[config.mk]
export PLATFORM = sky130hd
export DESIGN_NAME = msg_sched_ctrl
export DESIGN_NICKNAME = d
export VERILOG_FILES = /design/src/rtl/msg_sched_ctrl.sv
export SDC_FILE = /design/constraint.sdc
export NUM_CORES = 1
export LEC_CHECK = 0
export ABC_CLOCK_PERIOD_IN_PS = 10700
export CELL_PAD_IN_SITES_DETAIL_PLACEMENT = 2
export CELL_PAD_IN_SITES_GLOBAL_PLACEMENT = 2
export CORE_ASPECT_RATIO = 1.4
export CORE_UTILIZATION = 49
export DETAILED_ROUTE_END_ITERATION = 10
export MAX_ROUTING_LAYER = met4
export PLACE_DENSITY_LB_ADDON = 0.25
export SLEW_MARGIN = 5
export SYNTH_ARGS = -nofsm -noshare
export SYNTH_HDL_FRONTEND = slang
export SYNTH_SLANG_ARGS = --single-unit
[constraint.sdc]
create_clock -name clk -period 10.7 [get_ports clk]
set_clock_uncertainty 0.1 [all_clocks]
set_input_delay 1.07 -clock clk [delete_from_list [all_inputs] [get_ports clk]]
set_output_delay 1.07 -clock clk [all_outputs]
set_load 0.005 [all_outputs]
[src/rtl/msg_sched_ctrl.sv]
// msg_sched_ctrl: SHA-256 message-schedule controller.
// Loads one 512-bit block as 16 big-endian words into a 16-entry circular
// buffer, then streams W[0..63]. Each expanded word W[t], t >= 16, is written
// back into the slot of W[t-16], so only 16 words are ever held.
// Optional build macro MSG_SCHED_ABORT_EN adds an 'abort' input that drops
// the current block and returns to LOAD.
module msg_sched_ctrl #(
  parameter int unsigned NWORDS = 64
) (
  input  logic        clk,
  input  logic        rst_n,
  input  logic [31:0] in_data,
  input  logic        in_valid,
  output logic        in_ready,
  output logic [31:0] w_data,
  output logic [5:0]  w_idx,
  output logic        w_valid,
  input  logic        w_ready,
`ifdef MSG_SCHED_ABORT_EN
  input  logic        abort,
`endif
  output logic        busy,
  output logic        done
);

  localparam int unsigned WW    = 32;
  localparam int unsigned DEPTH = 16;
  localparam int unsigned AW    = 4;
  localparam int unsigned TW    = 6;
  localparam logic [AW-1:0] LC_LAST = AW'(DEPTH - 1);
  localparam logic [TW-1:0] T_LAST  = TW'(NWORDS - 1);

  typedef enum logic {
    S_LOAD = 1'b0,
    S_EMIT = 1'b1
  } state_e;

  state_e          state_q, state_d;
  logic [AW-1:0]   lc_q, lc_d;
  logic [TW-1:0]   t_q, t_d;
  logic            done_q, done_d;
  logic [WW-1:0]   wbuf_q [DEPTH];

  logic            abort_w;
  logic            expand;
  logic [AW-1:0]   a2, a7, a15, a16;
  logic [WW-1:0]   exp_word;
  logic            wr_en;
  logic [AW-1:0]   wr_addr;
  logic [WW-1:0]   wr_data;

`ifdef MSG_SCHED_ABORT_EN
  assign abort_w = abort;
`else
  assign abort_w = 1'b0;
`endif

  function automatic logic [WW-1:0] sig0(input logic [WW-1:0] x);
    return {x[6:0], x[31:7]} ^ {x[17:0], x[31:18]} ^ (x >> 3);
  endfunction

  function automatic logic [WW-1:0] sig1(input logic [WW-1:0] x);
    return {x[16:0], x[31:17]} ^ {x[18:0], x[31:19]} ^ (x >> 10);
  endfunction

  // Circular-buffer taps for W[t-2], W[t-7], W[t-15], W[t-16]; 4-bit wrap is the mod-16
  assign a2  = t_q[AW-1:0] - 4'd2;
  assign a7  = t_q[AW-1:0] - 4'd7;
  assign a15 = t_q[AW-1:0] - 4'd15;
  assign a16 = t_q[AW-1:0];

  // Single-cycle expansion: two sigmas plus a 4-operand modular add
  assign expand   = |t_q[TW-1:AW];
  assign exp_word = sig1(wbuf_q[a2]) + wbuf_q[a7] + sig0(wbuf_q[a15]) + wbuf_q[a16];

  // Output decode from registered state/counters
  assign w_data   = expand ? exp_word : wbuf_q[a16];
  assign w_idx    = t_q;
  assign in_ready = (state_q == S_LOAD);
  assign w_valid  = (state_q == S_EMIT);
  assign busy     = (state_q == S_EMIT);
  assign done     = done_q;

  // State and counter registers
  always_ff @(posedge clk or negedge rst_n) begin
    if (!rst_n) begin
      state_q <= S_LOAD;
      lc_q    <= '0;
      t_q     <= '0;
      done_q  <= 1'b0;
    end else begin
      state_q <= state_d;
      lc_q    <= lc_d;
      t_q     <= t_d;
      done_q  <= done_d;
    end
  end

  // Next-state logic: load 16 words, emit 64, abort overrides any handshake
  always_comb begin
    state_d = state_q;
    lc_d    = lc_q;
    t_d     = t_q;
    done_d  = 1'b0;
    if (abort_w) begin
      state_d = S_LOAD;
      lc_d    = '0;
      t_d     = '0;
    end else begin
      case (state_q)
        S_LOAD: begin
          if (in_valid) begin
            lc_d = lc_q + 4'd1;
            if (lc_q == LC_LAST) begin
              state_d = S_EMIT;
              lc_d    = '0;
              t_d     = '0;
            end
          end
        end
        S_EMIT: begin
          if (w_ready) begin
            if (t_q == T_LAST) begin
              state_d = S_LOAD;
              t_d     = '0;
              done_d  = 1'b1;
            end else begin
              t_d = t_q + 6'd1;
            end
          end
        end
        default: begin
          state_d = S_LOAD;
        end
      endcase
    end
  end

  // Buffer write port: message word in LOAD, expanded word write-back in EMIT
  always_comb begin
    wr_en   = 1'b0;
    wr_addr = lc_q;
    wr_data = in_data;
    if (!abort_w) begin
      if (state_q == S_LOAD && in_valid) begin
        wr_en   = 1'b1;
        wr_addr = lc_q;
        wr_data = in_data;
      end else if (state_q == S_EMIT && w_ready && expand) begin
        wr_en   = 1'b1;
        wr_addr = a16;
        wr_data = exp_word;
      end
    end
  end

  // Buffer storage; contents are don't-care after reset
  always_ff @(posedge clk) begin
    if (wr_en) begin
      wbuf_q[wr_addr] <= wr_data;
    end
  end

endmodule

Word-level counts from Yosys, hierarchy flattened:

Memories as Yosys holds them, arrays and structs flattened.
Index checks and enable logic that the tools add are counted.

* register bits: 12
* memory bits (writable): 512
* input port bits: 36
* output and inout bits: 42
* word-level logic and storage cells: 52
* memories kept: 1

Memories
* wbuf_q: words 16, bits a word 32, read ports 4, clocked after Yosys merged registers in 0, write ports 1, line 42 `logic [WW-1:0] wbuf_q [DEPTH];`

* add/subtract/negate cells: 8
* equality and inequality tests: 5
* multiplexer cells: 23
* bitwise gates (word level): 5
* reduce and logical (&&, ||, !) cells: 6

Operator list (count)
* 32-bit adder: 3
* 32-bit 2-to-1 mux: 3
* 32-bit XOR: 2
* 32-bit by 22-bit XOR with 32-bit output: 1
* 32-bit by 29-bit XOR with 32-bit output: 1
* 6-bit 2-to-1 mux: 4
* 4-bit 2-to-1 mux: 3
* 6-bit case mux with 2 select lines: 1
* 1-bit 2-to-1 mux: 11
* 6-bit by 1-bit adder with 6-bit output (second input constant): 1
* 6-bit equality test (second input constant): 1
* 4-bit by 1-bit adder with 4-bit output (second input constant): 1
* 4-bit equality test (second input constant): 1
* 2-bit inequality test (second input constant): 2
* 4-bit by 2-bit subtractor with 4-bit output (second input constant): 1
* 4-bit by 3-bit subtractor with 4-bit output (second input constant): 1
* 4-bit subtractor (second input constant): 1
* 1-bit logical AND: 3
* 3-bit AND reduction: 1
* 2-bit by 1-bit inequality test with 1-bit output (second input constant): 1
* 1-bit case mux with 2 select lines: 1
* 2-bit AND reduction: 1
* 2-bit OR reduction: 1
* 1-bit NOT: 1

Longest topological paths before layout:

Gate-level depths: netlist (run 1).
An unclocked memory read counts as a cell.

* depth in word-level cells: 9
* mapped depth: 28
* mapped depth without buffers: 22

Least setup slack after synthesis (run 1):

OpenSTA, ideal clock, no wires.

* path kind: register -> output
* from: reg t_q[1] (netlist: w_idx[1])
* to: out w_data[30]
* arrival: 7007 ps
* required time: 9530 ps
* setup slack: 2523 ps
* stages on the path, launching flop included: 27
* path buffers: 6
* cells stage by stage: dfrtp_1 buf_2 buf_2 buf_2 buf_2 buf_1 inv_1 ha_1 xor2_1 buf_1 mux4_2 xnor2_1 xnor2_1 fa_1 inv_1 fa_1 inv_1 ha_1 a211oi_1 nor2_1 o21ai_0 o311ai_0 a41oi_1 a21oi_1 a31oi_1 xor2_1 o21ai_0

* longest elaborated chain between the ends: 8
* elaborated cells on any way between the ends: 12
* classes of those cells: 6 x add/sub; 1 x mux; 4 x bitwise; 1 x memory

Ends and longest elaborated chain
* start, declared: line 40 `logic [TW-1:0] t_q, t_d;`
* start signal, assigned: line 94 `t_q <= t_d;`
* 4-bit by 2-bit subtractor with 4-bit output: line 67 `assign a2 = t_q[AW-1:0] - 4'd2;`
* memory 16 x 32 bit *
* 32-bit XOR: line 63 `return {x[16:0], x[31:17]} ^ {x[18:0], x[31:19]} ^ (x >> 10);`
* 32-bit by 22-bit XOR with 32-bit output: line 63
* 32-bit adder (3 in a row): line 74 `assign exp_word = sig1(wbuf_q[a2]) + wbuf_q[a7] + sig0(wbuf_q[a15]) + wbuf_q[a16];`
* 32-bit 2-to-1 mux *: line 77 `assign w_data = expand ? exp_word : wbuf_q[a16];`
* end, declared: line 15 `output logic [31:0] w_data,`

Mark *: on every way between the ends. The rest lies on a longest branch, timed or not.

Worst setup path after layout (run 1):

* from: reg t_q[0] (netlist: w_idx[0])
* to: out w_data[23]

The elaborated chain is that of the path after synthesis.

==> impl_metrics.yaml, run 1 <==
clock_network:
  worst_setup_hold_path_clk_slew_ns: 0.06
  ctsRootBufferMaster: "sky130_fd_sc_hd__clkbuf_16"
  total_cts_buffers: 55
  cts_setup_buffers: 0
  post_cts_hold_buffer_count: 0
  ctsLongestPathBuffers: 3
  cts.sink_count: 524
  insertion_delay_ns: 0.65
  tritoncts: "built"
  cts_htree_levels: 2
floorplan:
  die_area_um2: 68600
  top_level_ports: 78
  row_count: 112
  floorplan.core_area_um2: 66700
  die_height_um: 309
  floorplan.initialDensity_pct: 49.6
  die_w_um: 222
status:
  run_status: "complete, no violations"
logic_synthesis:
  sequential_cell_area_fraction_in_the_yosys_report_pct: 47.4
  synth_area_um2: 33100
  synth.most_common_cell: "sky130_fd_sc_hd__edfxtp_1"
  netlist-cell-type-count: 53
  synthesis.nets: 2010
  postSynthRegisterBits: 524
  synthesis.yosys.warnings: 0
  synth-edff-count: 512
  netlist.area_leader.share_pct: 46.5
  postSynth.asyncResetShare_pct: 2.29
  synth_ff_type: "sky130_fd_sc_hd__edfxtp_1"
  synth_top_cell_by_area: "sky130_fd_sc_hd__edfxtp_1"
  syn_area_per_cell_um2: 17.6
  ranking_of_synthesized_cells_by_area: "sky130_fd_sc_hd__edfxtp_1 46%, sky130_fd_sc_hd__mux4_2 34%, sky130_fd_sc_hd__fa_1 3.8%"
  netlist_top_cells_count: "512 x sky130_fd_sc_hd__edfxtp_1, 501 x sky130_fd_sc_hd__mux4_2, 121 x sky130_fd_sc_hd__xnor2_1, 116 x sky130_fd_sc_hd__inv_1, 93 x sky130_fd_sc_hd__nand2_1"
  netlist_instances: 1877
worst_setup_path:
  rrSetupSlack_ns: 1.93
  worst_ep_required_time_ns: 9.53
  timing.critical_path.buf_inv: 5
  startpoint_type: "register"
  critical-path-top-delay-family: "compound AO/OA/AOI/OAI gates"
  worst_setup_path_end_kind: "primary output"
  critPathKind: "reg2out"
  timing.critical_path.slowest_stage_cell: "sky130_fd_sc_hd__a2111oi_0"
  critical_path_arrival_ns: 9.06
  crit_fanout: 105
  critical_path.cell_chain: "buf_12, buf_4, mux4_2, mux4_2, xnor2_1, xnor2_1, fa_1, inv_1, fa_1, inv_1, ha_1, o211ai_1, a21boi_0, o211ai_1, a21oi_1, o31a_1, o21ai_1, a2111oi_0, nor3_1, o31ai_1, clkdlybuf4s50_1"
  timing.critical_path.slowest_cell_delay_ns: 0.80
sta:
  final_hold_viol_count: 0
  final.setup.tns_ns: 0
  layout_min_cycle_time_ns: 10.23
  fin_crit_sh_pct: 95.6
  max_slew_headroom_pct: 11.4
  rsz0062_at_grt: "false"
  setup_viol_count_final: 0
  fmax_mhz: 97.8
  tightest_slew_ns: 1.32
  drv_slew: 0
cells_and_area:
  finish.net_count: 2085
  layout-drive-gt1-share_pct: 34.8
  flow.area_growth_from_synthesis_pct: 11.5
  antenna_cells_inserted: 0
worst_hold_path:
  hold_path.class: "reg2reg"
drt:
  drt_first_iter_violations: 2641
  viasPerCell: 7.52
  drcViolationCount: 0
  wire_per_inst_um: 41.3
  drt_pass1_iterations: 5
  dr_total_vias: 21412
  post_detailed_route_count_of_antenna_violating_nets: 0
  postRouteWirelength_mm: 118
global_route:
  grt_start_max_net_pins: 121
  antenna_found_initial: 0
  grt_pass1_wl_mm: 169
  grt.total_usage_pct: 36.2
  first_global_vias: 22528
  gr-total-overflow: 0
flow_run:
  max_cap_violations: 0
placed_design:
  place.detailed.hpwl_mm: 76.7
  io_buffer_count: 77
  final_weighted_congestion_in_routability_driven_placement: 0.985
==> registers in the layout (all words and copies together) (netlist names) <==
register and count:
wbuf_q 512, busy 1, w_idx 6, done 1, lc_q 4
==> final cells by class <==
class                           count  area, um2
Clock buffer                       67       1460
Clock inverter                     31        310
Fill cell                        5623      29800
Inverter                          116        435
Multi-Input combinational cell   1103      16500
Sequential cell                   524      15700
Tap cell                          855       1070
Timing Repair Buffer              152       1380
==> stage by stage <==
step | setup WS (ns) | std cells | util, % | hold slack [ns] | instance area [um2]
2_1_floorplan | 2.52 | 1877 | - | 0.409 | 33100
6_report | 0.473 | 2848 | 55.3 | 0.532 | 36900
3_3_place_gp | 1.33 | 2749 | 52.6 | 0.497 | 35100
3_5_place_dp | 1.18 | 2749 | 52.6 | 0.515 | 35100
4_1_cts | 0.345 | 2847 | 55.3 | 0.527 | 36900
5_1_grt | 0.0490 | 2848 | 55.3 | 0.572 | 36900
==> routing by layer <==
metal  vias up  GRT usage, %  wire (um)
met4         0          17.1       6500
li1       7940             -          -
met2      1445          60.0      60600
met5         -             -          0
met1     11737          44.3      40800
met3       290          5.02       9780
==> cell usage in the layout, fill, tap and decap left out, types with 7 or more instances in the layout <==
master,n
sky130_fd_sc_hd__edfxtp_1,512
sky130_fd_sc_hd__mux4_2,501
sky130_fd_sc_hd__xnor2_1,121
sky130_fd_sc_hd__inv_1,116
sky130_fd_sc_hd__nand2_1,93
sky130_fd_sc_hd__clkdlybuf4s50_1,77
sky130_fd_sc_hd__o21ai_0,76
sky130_fd_sc_hd__buf_4,71
sky130_fd_sc_hd__fa_1,62
sky130_fd_sc_hd__clkbuf_16,57
sky130_fd_sc_hd__ha_1,33
sky130_fd_sc_hd__a21oi_1,25
sky130_fd_sc_hd__nor2_1,24
sky130_fd_sc_hd__xor2_1,22
sky130_fd_sc_hd__nor2_4,17
sky130_fd_sc_hd__nor3_1,12
sky130_fd_sc_hd__mux4_1,10
sky130_fd_sc_hd__clkbuf_1,10
sky130_fd_sc_hd__clkinv_2,10
sky130_fd_sc_hd__a31oi_1,9
sky130_fd_sc_hd__clkinv_1,9
sky130_fd_sc_hd__dfrtp_1,8
sky130_fd_sc_hd__nor2b_1,7
==> repair_timing <==
item,CTS,global route
hold endpoints to repair,0,0
gates resized for setup,0,1
setup endpoints to repair,0,1
==> final timing paths <==
path / startpoint / depth (start not counted) / to
max in group asynchronous: rst_n / 1 / w_idx[0]$_DFFE_PN0P_
worst max-delay path: w_idx[0]$_DFFE_PN0P_ / 21 / w_data[23]
worst min-delay path: lc_q[2]$_DFFE_PN0P_ / 1 / lc_q[2]$_DFFE_PN0P_
min in group asynchronous: rst_n / 1 / w_idx[5]$_DFFE_PN0P_
worst max register to register: w_idx[0]$_DFFE_PN0P_ / 19 / wbuf_q[6][31]$_DFFE_PP_
worst min register to register: lc_q[2]$_DFFE_PN0P_ / 1 / lc_q[2]$_DFFE_PN0P_
==> cells by family after synthesis <==
logic type	after synthesis	synth area share (%)
DFF	524	47.4
muxes	518	35.1
buffers and inverters	250	3.27
and+or+nand+nor	178	2.29
AOI/OAI and AO/OA	162	2.89
xor gates and xnor gates	148	3.96
adders and majority gates	97	5.08
Power of run 1 is left out: the tool's default activity adds up to more than one toggle a clock period on the data nets, which glitch-free logic cannot reach.
==> run 2: changes to the inputs <==
--- a/config.mk
+++ b/config.mk
@@ -9,7 +9,7 @@
 export CELL_PAD_IN_SITES_DETAIL_PLACEMENT = 2
 export CELL_PAD_IN_SITES_GLOBAL_PLACEMENT = 2
 export CORE_ASPECT_RATIO = 1.4
-export CORE_UTILIZATION = 49
+export CORE_UTILIZATION = 30
 export DETAILED_ROUTE_END_ITERATION = 10
 export MAX_ROUTING_LAYER = met4
 export PLACE_DENSITY_LB_ADDON = 0.25
==> impl_metrics.yaml, run 2 (synthesis results as in run 1) <==
flow_run:
  max_cap_violations: 0
global_route:
  grt_start_max_net_pins: 135
  grt_pass1_wl_mm: 167
  grt.total_usage_pct: 21.9
  first_global_vias: 21774
  antenna_found_initial: 0
  gr-total-overflow: 0
drt:
  viasPerCell: 5.85
  drt_pass1_iterations: 5
  drcViolationCount: 0
  dr_total_vias: 20197
  post_detailed_route_count_of_antenna_violating_nets: 0
  drt_first_iter_violations: 1778
  postRouteWirelength_mm: 117
  wire_per_inst_um: 33.9
cells_and_area:
  layout-drive-gt1-share_pct: 35.3
  most-common-layout-cells: "512 x sky130_fd_sc_hd__edfxtp_1, 501 x sky130_fd_sc_hd__mux4_2, 121 x sky130_fd_sc_hd__xnor2_1"
  postLayoutCoreUtil_pct: 34.7
  number_of_standard_cells_in_the_layout_taps_in_and_fillers_out: 3454
  nFillCells: 10657
  antenna_cells_inserted: 0
  largest_register_ffs: 512
  layout.cells.most_common: "sky130_fd_sc_hd__edfxtp_1"
  postLayoutCellArea_um2: 37800
  finish.net_count: 2096
  largest-register: "wbuf_q"
  flow.area_growth_from_synthesis_pct: 14.1
floorplan:
  die_height_um: 395
  row_count: 143
  floorplan.initialDensity_pct: 30.4
  die_area_um2: 112000
  floorplan.core_area_um2: 109000
  top_level_ports: 78
  die_w_um: 283
sta:
  final_hold_viol_count: 0
  tightest_slew_ns: 1.07
  layout_min_cycle_time_ns: 10.13
  rsz0062_at_grt: "false"
  drv_slew: 0
  fin_crit_sh_pct: 94.7
  setup_viol_count_final: 0
  final.setup.tns_ns: 0
  max_slew_headroom_pct: 27.9
  fmax_mhz: 98.7
worst_setup_path:
  crit_fanout: 42
  r2r_cells: 18
  startpoint_type: "register"
  critPathKind: "reg2out"
  worst_ep_required_time_ns: 9.53
  worst_setup_path_end_kind: "primary output"
  critical_path_arrival_ns: 8.96
clock_network:
  total_cts_buffers: 55
  insertion_delay_ns: 0.64
  cts.sink_count: 524
  post_cts_hold_buffer_count: 0
  post_cts.resized_instances: 0
  ctsRootBufferMaster: "sky130_fd_sc_hd__clkbuf_16"
  worst_setup_hold_path_clk_slew_ns: 0.06
  tritoncts: "built"
  ctsLongestPathBuffers: 3
  cts_htree_levels: 2
  cts_setup_buffers: 0
worst_hold_path:
  hold_path.class: "reg2reg"
  worstHoldPathCells: 1
status:
  run_status: "complete, no violations"
placed_design:
  post_detailed_placement_cell_area_um2: 36000
  place.detailed.instances: 3356
  final_weighted_congestion_in_routability_driven_placement: 0.859
  place.detailed.hpwl_mm: 78.1
  io_buffer_count: 77
==> run 2: path summary, 6_finish.rpt <==
check / startpoint / end / slack [ns]
setup / recovery: w_idx[0]$_DFFE_PN0P_ / w_data[18] / 0.57
hold / removal: w_idx[5]$_DFFE_PN0P_ / w_idx[5]$_DFFE_PN0P_ / 0.50
setup reg to reg: w_idx[0]$_DFFE_PN0P_ / wbuf_q[8][31]$_DFFE_PP_ / 2.21
hold reg to reg: w_idx[5]$_DFFE_PN0P_ / w_idx[5]$_DFFE_PN0P_ / 0.50
max in group asynchronous: rst_n / w_idx[0]$_DFFE_PN0P_ / 9.33
min in group asynchronous: rst_n / w_idx[2]$_DFFE_PN0P_ / 0.72
==> run 2: final cells by class <==
| cell class | instances | area, um2 | area share, % |
|---|---|---|---|
| timing repair buffer | 163 | 1490 | 3.95 |
| inverter | 116 | 435 | 1.15 |
| clock inverter | 34 | 334 | 0.885 |
| clock buffer | 64 | 1450 | 3.85 |
| multi-input combinational | 1103 | 16500 | 43.8 |
| tap | 1450 | 1810 | 4.80 |
| sequential | 524 | 15700 | 41.5 |
==> run 2: critical path: stages (launching register included) <==
cell and delay, ns:
sky130_fd_sc_hd__dfrtp_4 0.70, sky130_fd_sc_hd__ha_4 0.91, sky130_fd_sc_hd__buf_4 0.40, sky130_fd_sc_hd__mux4_2 0.37, sky130_fd_sc_hd__mux4_2 0.60, sky130_fd_sc_hd__xnor2_1 0.36, sky130_fd_sc_hd__xnor2_1 0.15, sky130_fd_sc_hd__fa_1 0.54
sky130_fd_sc_hd__inv_1 0.05, sky130_fd_sc_hd__fa_1 0.52, sky130_fd_sc_hd__inv_1 0.06, sky130_fd_sc_hd__ha_1 0.30, sky130_fd_sc_hd__a211oi_1 0.35, sky130_fd_sc_hd__nor2_1 0.14, sky130_fd_sc_hd__o21ai_0 0.55, sky130_fd_sc_hd__o311ai_1 0.20
sky130_fd_sc_hd__buf_4 0.20, sky130_fd_sc_hd__a211oi_1 0.37, sky130_fd_sc_hd__o21bai_1 0.12, sky130_fd_sc_hd__a21oi_1 0.19, sky130_fd_sc_hd__xor2_1 0.14, sky130_fd_sc_hd__o21ai_0 0.43, sky130_fd_sc_hd__clkdlybuf4s50_1 0.60
==> run 2: metal layers <==
| metal | routed length (um) | GRT usage (%) |
|---|---|---|
| met1 | 45500 | 26.5 |
| met2 | 63700 | 39.1 |
| met3 | 4320 | 1.84 |
| met4 | 3470 | 5.92 |
| met5 | 0 | - |
==> run 2: per-stage QoR <==
step,setup slack [ns],hold WS [ns]
finish,0.567,0.504
global route,0.256,0.550
CTS,0.468,0.514
detailed placement,1.20,0.500
global placement,1.29,0.498
floorplan,2.52,0.409
Power of run 2 is left out for the same reason.
==> run 3: changes to the inputs <==
--- a/config.mk
+++ b/config.mk
@@ -10,6 +10,7 @@
 export CELL_PAD_IN_SITES_GLOBAL_PLACEMENT = 2
 export CORE_ASPECT_RATIO = 1.4
 export CORE_UTILIZATION = 30
+export CTS_CLUSTER_SIZE = 20
 export DETAILED_ROUTE_END_ITERATION = 10
 export MAX_ROUTING_LAYER = met4
 export PLACE_DENSITY_LB_ADDON = 0.25
==> impl_metrics.yaml, run 3 (synthesis results as in run 1) <==
cells_and_area:
  flow.area_growth_from_synthesis_pct: 14.1
  most-common-layout-cells: "512 x sky130_fd_sc_hd__edfxtp_1, 501 x sky130_fd_sc_hd__mux4_2, 121 x sky130_fd_sc_hd__xnor2_1"
  largest_register_ffs: 512
  layout-drive-gt1-share_pct: 35.3
  layout.cells.most_common: "sky130_fd_sc_hd__edfxtp_1"
  regArea_um2: 15700
  finish.net_count: 2096
  multi_input_comb_area_um2: 16500
  nFillCells: 10657
  largest-register: "wbuf_q"
placed_design:
  place.detailed.hpwl_mm: 78.1
  final_weighted_congestion_in_routability_driven_placement: 0.859
  io_buffer_count: 77
clock_network:
  cts_setup_buffers: 0
  total_cts_buffers: 55
  ctsLongestPathBuffers: 3
  insertion_delay_ns: 0.64
  cts_htree_levels: 2
  ctsRootBufferMaster: "sky130_fd_sc_hd__clkbuf_16"
  post_cts.resized_instances: 0
  post_cts_hold_buffer_count: 0
  cts.sink_count: 524
  worst_setup_hold_path_clk_slew_ns: 0.06
  tritoncts: "built"
worst_setup_path:
  timing.critical_path.slowest_cell_delay_ns: 0.92
  crit_fanout: 42
  critical_path.cell_chain: "ha_4, buf_4, mux4_2, mux4_2, xnor2_1, xnor2_1, fa_1, inv_1, fa_1, inv_1, ha_1, a211oi_1, nor2_1, o21ai_0, o311ai_1, buf_4, a211oi_1, o21bai_1, a21oi_1, xor2_1, o21ai_0, clkdlybuf4s50_1"
  crit-reg2reg-capture: "wbuf_q[8][31]$_DFFE_PP_"
  critical_path_arrival_ns: 8.94
  r2r_cells: 18
  rrSetupSlack_ns: 2.21
  timing.critical_path.slowest_stage_cell: "sky130_fd_sc_hd__ha_4"
  startpoint_type: "register"
  crit-reg2reg-launch: "w_idx[0]$_DFFE_PN0P_"
  worst_ep_required_time_ns: 9.53
  critPathKind: "reg2out"
  timing.critical_path.buf_inv: 5
  worst_setup_path_end_kind: "primary output"
  critical-path-top-delay-family: "adder cells"
drt:
  drt_first_iter_violations: 1649
  route.top_layer_used: "met4"
  viasPerCell: 5.79
  routed-wl-met2_mm: 63.7
  postRouteWirelength_mm: 117
  post_detailed_route_count_of_antenna_violating_nets: 0
  dr_wl_met3_mm: 4.58
  drt_pass1_iterations: 5
  dr_total_vias: 20017
  wire_per_inst_um: 33.8
  drcViolationCount: 0
  met1_length_mm: 45.3
worst_hold_path:
  min-delay-start: "w_idx[5]$_DFFE_PN0P_"
  hold_path.class: "reg2reg"
  worstHoldPathCells: 1
  endpoint_worst_hold: "w_idx[5]$_DFFE_PN0P_"
sta:
  final_hold_viol_count: 0
  fin_crit_sh_pct: 94.5
  drv_slew: 0
  fmax_mhz: 98.9
  final.setup.tns_ns: 0
  setup_viol_count_final: 0
  tightest_slew_ns: 1.06
  rsz0062_at_grt: "false"
  layout_min_cycle_time_ns: 10.11
  max_slew_headroom_pct: 28.8
floorplan:
  die_height_um: 395
  floorplan.initialDensity_pct: 30.4
  row_count: 143
  top_level_ports: 78
  die_w_um: 283
  die_area_um2: 112000
  floorplan.core_area_um2: 109000
global_route:
  grt_start_max_net_pins: 135
  grt.total_usage_pct: 21.9
  antenna_found_initial: 0
  first_global_vias: 21777
  gr-total-overflow: 0
  grt_pass1_wl_mm: 167
status:
  run_status: "complete, no violations"
flow_run:
  max_cap_violations: 0
[run 3: final cells by class]
class                      count  share of cell area [%]
tap                         1450                    4.80
clock inverter                34                   0.885
antenna                        2                  0.0133
sequential                   524                    41.5
timing repair buffer         163                    3.95
inverter                     116                    1.15
clock buffer                  64                    3.85
multi-input combinational   1103                    43.8
[run 3: how the worst max path moves through the flow]
stage                         start    endpoint  slack [ns]  cells after the start
2_1_floorplan  w_idx[1]$_DFFE_PN0P_  w_data[30]        2.52                     26
3_3_place_gp   w_idx[0]$_DFFE_PN0P_  w_data[23]        1.29                     20
3_5_place_dp   w_idx[0]$_DFFE_PN0P_  w_data[18]        1.20                     22
4_1_cts        w_idx[0]$_DFFE_PN0P_  w_data[18]        0.47                     22
5_1_grt        w_idx[0]$_DFFE_PN0P_  w_data[23]        0.26                     22
6_report       w_idx[0]$_DFFE_PN0P_  w_data[18]        0.59                     22
[run 3: layer usage]
metal	vias up	track usage, %
met1	11272	26.5
met3	141	1.84
met5	-	-
met2	632	39.1
met4	0	5.92
li1	7972	-
[run 3: metrics by stage]
step | worst slack (ns) | utilization [%] | hold slack [ns] | std cells | cell area, um2
final | 0.588 | 34.7 | 0.504 | 3456 | 37800
after global routing | 0.256 | 34.7 | 0.550 | 3454 | 37800
after CTS | 0.468 | 34.7 | 0.514 | 3454 | 37800
after detailed placement | 1.20 | 33.0 | 0.500 | 3356 | 36000
after global placement | 1.29 | 33.0 | 0.498 | 3356 | 36000
after floorplan | 2.52 | - | 0.409 | 1877 | 33100
[run 3: worst reg2reg max path, cell delays in order (launching register included)]
cell and delay [ns]:
sky130_fd_sc_hd__dfrtp_4 0.71, sky130_fd_sc_hd__ha_4 0.93, sky130_fd_sc_hd__buf_4 0.45, sky130_fd_sc_hd__mux4_2 0.38, sky130_fd_sc_hd__mux4_2 0.59, sky130_fd_sc_hd__xnor2_1 0.38
sky130_fd_sc_hd__xnor2_1 0.15, sky130_fd_sc_hd__fa_1 0.54, sky130_fd_sc_hd__inv_1 0.05, sky130_fd_sc_hd__fa_1 0.47, sky130_fd_sc_hd__fa_1 0.44, sky130_fd_sc_hd__nor2b_1 0.17
sky130_fd_sc_hd__o31a_1 0.28, sky130_fd_sc_hd__o211ai_1 0.26, sky130_fd_sc_hd__a31oi_1 0.47, sky130_fd_sc_hd__o221ai_1 0.31, sky130_fd_sc_hd__o311a_1 0.43, sky130_fd_sc_hd__xnor2_1 0.17
sky130_fd_sc_hd__o21ai_1 0.84
Power of run 3 is left out for the same reason.
